### src/rtl/simple_adder_8bit_pkg.sv
// Shared constants and types for the byte-wide ripple-carry adder.
package simple_adder_8bit_pkg;

    localparam int unsigned ADDER_WIDTH = 8;

    typedef logic [ADDER_WIDTH-1:0] word_t;

endpackage

### src/rtl/simple_adder_8bit_if.sv
// Operand/result bundle for simple_adder_8bit: the master drives operands, the slave returns results.
interface simple_adder_8bit_if;
    import simple_adder_8bit_pkg::*;

    word_t a;
    word_t b;
    logic  cin;
    logic  in_valid;
    word_t sum;
    logic  cout;
    word_t sum_q;
    logic  cout_q;
    logic  ovf_q;
    logic  zero_q;
    logic  out_valid;

    modport master (
        output a, b, cin, in_valid,
        input  sum, cout, sum_q, cout_q, ovf_q, zero_q, out_valid
    );

    modport slave (
        input  a, b, cin, in_valid,
        output sum, cout, sum_q, cout_q, ovf_q, zero_q, out_valid
    );

endinterface

### src/rtl/full_adder_1bit.sv
// Single-bit full adder cell; one link of the ripple chain.
module full_adder_1bit (
    input  logic a,
    input  logic b,
    input  logic cin,
    output logic sum,
    output logic cout
);

    logic half;

    assign half = a ^ b;
    assign sum  = half ^ cin;
    assign cout = (a & b) | (cin & half);

endmodule

### src/rtl/simple_adder_8bit.sv
// Ripple-carry adder with a zero-latency result and a one-cycle registered copy plus flags.
module simple_adder_8bit
    import simple_adder_8bit_pkg::*;
#(
    parameter int unsigned WIDTH = ADDER_WIDTH
) (
    input logic                clk,
    input logic                rst_n,
    simple_adder_8bit_if.slave bus
);

    logic [WIDTH:0]   carry;
    logic [WIDTH-1:0] sum_c;
    logic             ovf_c;
    logic             zero_c;

    logic [WIDTH-1:0] sum_q;
    logic             cout_q;
    logic             ovf_q;
    logic             zero_q;
    logic             valid_q;

    assign carry[0] = bus.cin;

    for (genvar g = 0; g < WIDTH; g++) begin : g_chain
        full_adder_1bit u_fa (
            .a    (bus.a[g]),
            .b    (bus.b[g]),
            .cin  (carry[g]),
            .sum  (sum_c[g]),
            .cout (carry[g+1])
        );
    end

    // Signed overflow: carry into the MSB disagrees with carry out of it.
    assign ovf_c  = carry[WIDTH] ^ carry[WIDTH-1];
    assign zero_c = ~|sum_c;

    always_ff @(posedge clk) begin
        if (!rst_n) begin
            sum_q   <= '0;
            cout_q  <= 1'b0;
            ovf_q   <= 1'b0;
            zero_q  <= 1'b0;
            valid_q <= 1'b0;
        end else begin
            valid_q <= bus.in_valid;
            if (bus.in_valid) begin
                sum_q  <= sum_c;
                cout_q <= carry[WIDTH];
                ovf_q  <= ovf_c;
                zero_q <= zero_c;
            end
        end
    end

    assign bus.sum       = sum_c;
    assign bus.cout      = carry[WIDTH];
    assign bus.sum_q     = sum_q;
    assign bus.cout_q    = cout_q;
    assign bus.ovf_q     = ovf_q;
    assign bus.zero_q    = zero_q;
    assign bus.out_valid = valid_q;

endmodule

### src/flat_wrapper.sv
// flat-port wrapper written by rule: the top's interface ports become plain ports
module simple_adder_8bit_flat import simple_adder_8bit_pkg::*;
#(
    parameter int unsigned WIDTH = ADDER_WIDTH
)
  (clk, rst_n, bus_a, bus_b, bus_cin, bus_in_valid, bus_sum, bus_cout, bus_sum_q, bus_cout_q, bus_ovf_q, bus_zero_q, bus_out_valid);
  simple_adder_8bit_if bus_i ();
  input logic clk;
  input logic rst_n;
  input wire logic [$bits(bus_i.a)-1:0] bus_a;
  input wire logic [$bits(bus_i.b)-1:0] bus_b;
  input wire logic [$bits(bus_i.cin)-1:0] bus_cin;
  input wire logic [$bits(bus_i.in_valid)-1:0] bus_in_valid;
  output wire logic [$bits(bus_i.sum)-1:0] bus_sum;
  output wire logic [$bits(bus_i.cout)-1:0] bus_cout;
  output wire logic [$bits(bus_i.sum_q)-1:0] bus_sum_q;
  output wire logic [$bits(bus_i.cout_q)-1:0] bus_cout_q;
  output wire logic [$bits(bus_i.ovf_q)-1:0] bus_ovf_q;
  output wire logic [$bits(bus_i.zero_q)-1:0] bus_zero_q;
  output wire logic [$bits(bus_i.out_valid)-1:0] bus_out_valid;
  assign bus_i.a = bus_a;
  assign bus_i.b = bus_b;
  assign bus_i.cin = bus_cin;
  assign bus_i.in_valid = bus_in_valid;
  assign bus_sum = bus_i.sum;
  assign bus_cout = bus_i.cout;
  assign bus_sum_q = bus_i.sum_q;
  assign bus_cout_q = bus_i.cout_q;
  assign bus_ovf_q = bus_i.ovf_q;
  assign bus_zero_q = bus_i.zero_q;
  assign bus_out_valid = bus_i.out_valid;
  simple_adder_8bit #(.WIDTH(WIDTH)) u_core (.clk(clk), .rst_n(rst_n), .bus(bus_i));
endmodule
### config.mk
export PLATFORM = sky130hd
export DESIGN_NAME = simple_adder_8bit_flat
export DESIGN_NICKNAME = d
export VERILOG_FILES = /design/src/rtl/simple_adder_8bit_pkg.sv /design/src/rtl/simple_adder_8bit_if.sv /design/src/rtl/full_adder_1bit.sv /design/src/rtl/simple_adder_8bit.sv /design/src/flat_wrapper.sv
export SDC_FILE = /design/constraint.sdc
export NUM_CORES = 1
export LEC_CHECK = 0
export CAP_MARGIN = 20
export CORE_MARGIN = 4
export CORE_UTILIZATION = 41
export DETAILED_ROUTE_END_ITERATION = 12
export GPL_TIMING_DRIVEN = 0
export PLACE_DENSITY = 0.84
export SLEW_MARGIN = 20
export SYNTH_ARGS = -nofsm -noshare
export SYNTH_HDL_FRONTEND = slang
export SYNTH_SLANG_ARGS = --single-unit
### constraint.sdc
create_clock -name clk -period 6.6 [get_ports clk]
set_input_delay 0.66 -clock clk [delete_from_list [all_inputs] [get_ports clk]]
set_output_delay 0.66 -clock clk [all_outputs]
set_load 0.03 [all_outputs]
==> out/results.txt, run 1 <==
TritonCTS buffer count -> 3
clk root buf -> clkbuf_4
Post-synth top cells -> inv_1, dfxtp_1, buf_4, fa_1, nand2_1
NetSw -> 93.0 uW
Synth area leaders -> dfxtp_1, fa_1, inv_1, o211a_1, buf_4
placed cells -> 144
Worst VDD drop -> 0.130 mV
Max Cap Viol -> 0
Hold Vio Cnt, Final -> 0
Logic pwr share -> 48.8%
switch share -> 34.3%
fin area -> 1230 um2
Worst-Margin Slew -> 0.330 ns
CTS tree -> built
register area share after synthesis -> 31.3%
Final Cycle Share -> 85.2%
Worst-Skew Late Latency -> 0.27 ns
1st-iter DRT viols -> 14
final cell count without fillers -> 148
layout overhead on the synthesized area -> 59.6%
Die H -> 51.3 um
overall power -> 271 uW
die area -> 2630 um2
Yosys reg bits -> 12
Tmin final -> 5.62 ns
Yosys top cell area share -> 31.3%
Storage cell area -> 240 um2
share of cells above drive strength 1 -> 13.0%
postcts setup bufs -> 0
Antenna Violating Nets Remaining -> 0
Nets -> 152
Antenna Cells -> 0
CTS clk-pin slew, worst paths -> 0.07 ns
# H-tree levels -> 1
DP Area -> 1190 um2
post-layout util -> 70.3%
syn_area_per_cell -> 9.60 um2
status -> completed
max-slew violation count -> 0
pwr/cell area -> 221 nW/um2
Port Buffers -> 39
Post-Synthesis Cells -> 80
Hold Path Class -> reg -> reg
gpl congestion -> 0.692
DRT Pass-1 Iters -> 4
CP peak stage delay -> 0.65 ns
# DRC -> 0
max_slew headroom -> 77.9%
hold_buf cts -> 0
Global Route Usage Sum -> 14.8%
Rows -> 15
Arr. time, crit path -> 4.96 ns
dpl hpwl -> 1450 um
critical path, cell by cell -> clkdlybuf4s50_1, inv_1, fa_1, fa_1, fa_1, fa_1, fa_1, inv_1, fa_1, fa_1, inv_1, fa_1, inv_1, buf_4, clkdlybuf4s50_1
Sequential Power Share -> 30.2%
Die Width -> 51.3 um
clock tree sinks -> 12
multi-input logic area -> 358 um2
classification of the worst setup path -> in -> out
Buf/Inv on CP -> 7
Crit path required time -> 5.94 ns
Initial Utilization -> 44.0%
Max Clock Skew -> 0 ns
first-pass GRT wire length -> 2890 um
CP Capture Type -> primary output
P_leak -> 0.000621 uW
Yosys top cell by area -> dfxtp_1
drt via density -> 4.28
Worst Path Max Fanout -> 3
synth unique cells -> 15
FMAX -> 178 MHz
ys async rst share -> 0%
routed length per instance -> 11.2 um
Post-synth top flop -> dfxtp_1
CP max-delay cell -> clkdlybuf4s50_1
GRT Residual Overflow -> 0
Fill cells -> 135
post-CTS resize count -> 0
mapped cell area -> 768 um2
setup TNS -> 0 ns
Vias -> 633
vias in the first global route -> 617
Post-Syn Nets -> 108
RSZ-0062 raised after global routing -> false
Core ar. -> 1750 um2
clock buffer depth -> 2
io pins -> 41
crit path launch type -> primary input
initial antenna violation count -> 0
largest net degree at the start of global routing -> 11
Clock Power Share -> 20.9%
Post-synth EDFFs -> 0
Total Routed Length -> 1660 um
delay-heaviest family, CP -> adder cells
yosys warns -> 0
Setup Viol. Count Final -> 0
most frequent cell on the critical path -> fa_1
most frequent cell after synthesis -> inv_1
Int Pwr -> 178 uW
==> cell type report <==
type / count / share of cell area [%]
Timing Repair Buffer: 39 / 31.8
Multi-Input combinational cell: 35 / 29.2
Sequential cell: 12 / 19.6
Buffer: 11 / 7.14
Inverter: 22 / 6.73
Clock buffer: 4 / 2.96
Tap cell: 25 / 2.55
==> logic make-up (layout without fill, tap and decap cells) <==
kind of cell	after synthesis	after routing	share of synthesized area, %
AO/OA/AOI/OAI	8	8	10.3
XOR/XNOR	1	1	1.14
adder cells (fa/ha/maj)	8	8	20.8
buffers and inverters	33	76	22.1
flip-flops	12	12	31.3
multiplexers	3	3	3.91
AND/OR/NAND/NOR	15	15	10.4
==> flip-flops by register name, summed over array words and instances (netlist names) <==
register and flops:
u_core.bus.sum_q 8, u_core.bus.zero_q 1, u_core.bus.ovf_q 1, u_core.bus.out_valid 1, u_core.bus.cout_q 1
==> worst paths after layout <==
kind,from,slack (ns),cells past startpoint,end
max,bus_cin,0.98,15,bus_sum[7]
max reg2reg,u_core.bus.zero_q,5.86,2,u_core.bus.zero_q
min reg2reg,u_core.bus.sum_q[7],0.49,1,u_core.bus.sum_q[7]
min,u_core.bus.sum_q[7],0.49,1,u_core.bus.sum_q[7]
==> through the flow <==
step,hold WS (ns),setup slack (ns)
detailed placement,0.470,0.964
floorplan,0.640,2.15
global route,0.504,0.843
CTS,0.487,0.963
global placement,0.461,1.00
finish,0.485,0.980
==> power groups by stage <==
| stage | sequential [uW] | clock (uW) | combinational, uW |
|---|---|---|---|
| 6_report | 82.0 | 56.8 | 133 |
| 5_1_grt | 82.8 | 64.0 | 142 |
| 4_1_cts | 82.1 | 58.3 | 134 |
| 3_5_place_dp | 83.7 | 0 | 134 |
| 3_3_place_gp | 83.4 | 0 | 132 |
| 2_1_floorplan | 96.2 | 0 | 70.0 |
==> per-layer routing <==
metal,GRT usage [%],share of wire [%],vias up
met4,5.24,0.54,0
li1,-,-,320
met3,5.54,7.2,2
met2,24.0,54,21
met5,0,0,-
met1,17.7,39,290
==> layout by cell type, fill, tap and decap left out <==
cell,instances
nor2b_1,4
nand2_1,8
buf_2,1
inv_1,22
buf_4,8
nor4_2,1
dfxtp_1,12
clkbuf_4,3
clkbuf_8,1
fa_1,8
xnor2_1,1
buf_6,2
nand4_1,1
mux2i_1,3
o211a_1,7
clkdlybuf4s50_1,39
a22o_1,1
and2_1,1
Note: power is estimated with default switching activity, not from simulation.
==> run 2, diff against run 1 <==
Settings changed: SLEW_MARGIN 20 to 30.
==> results of run 2 <==
The final DEF is identical to that of run 1; final timing and power are the same.
==> run 3, diff against run 2 <==
Settings changed: SKIP_CTS_REPAIR_TIMING set to 1.
==> results of run 3 <==
The final DEF is identical to that of run 1; final timing and power are the same.
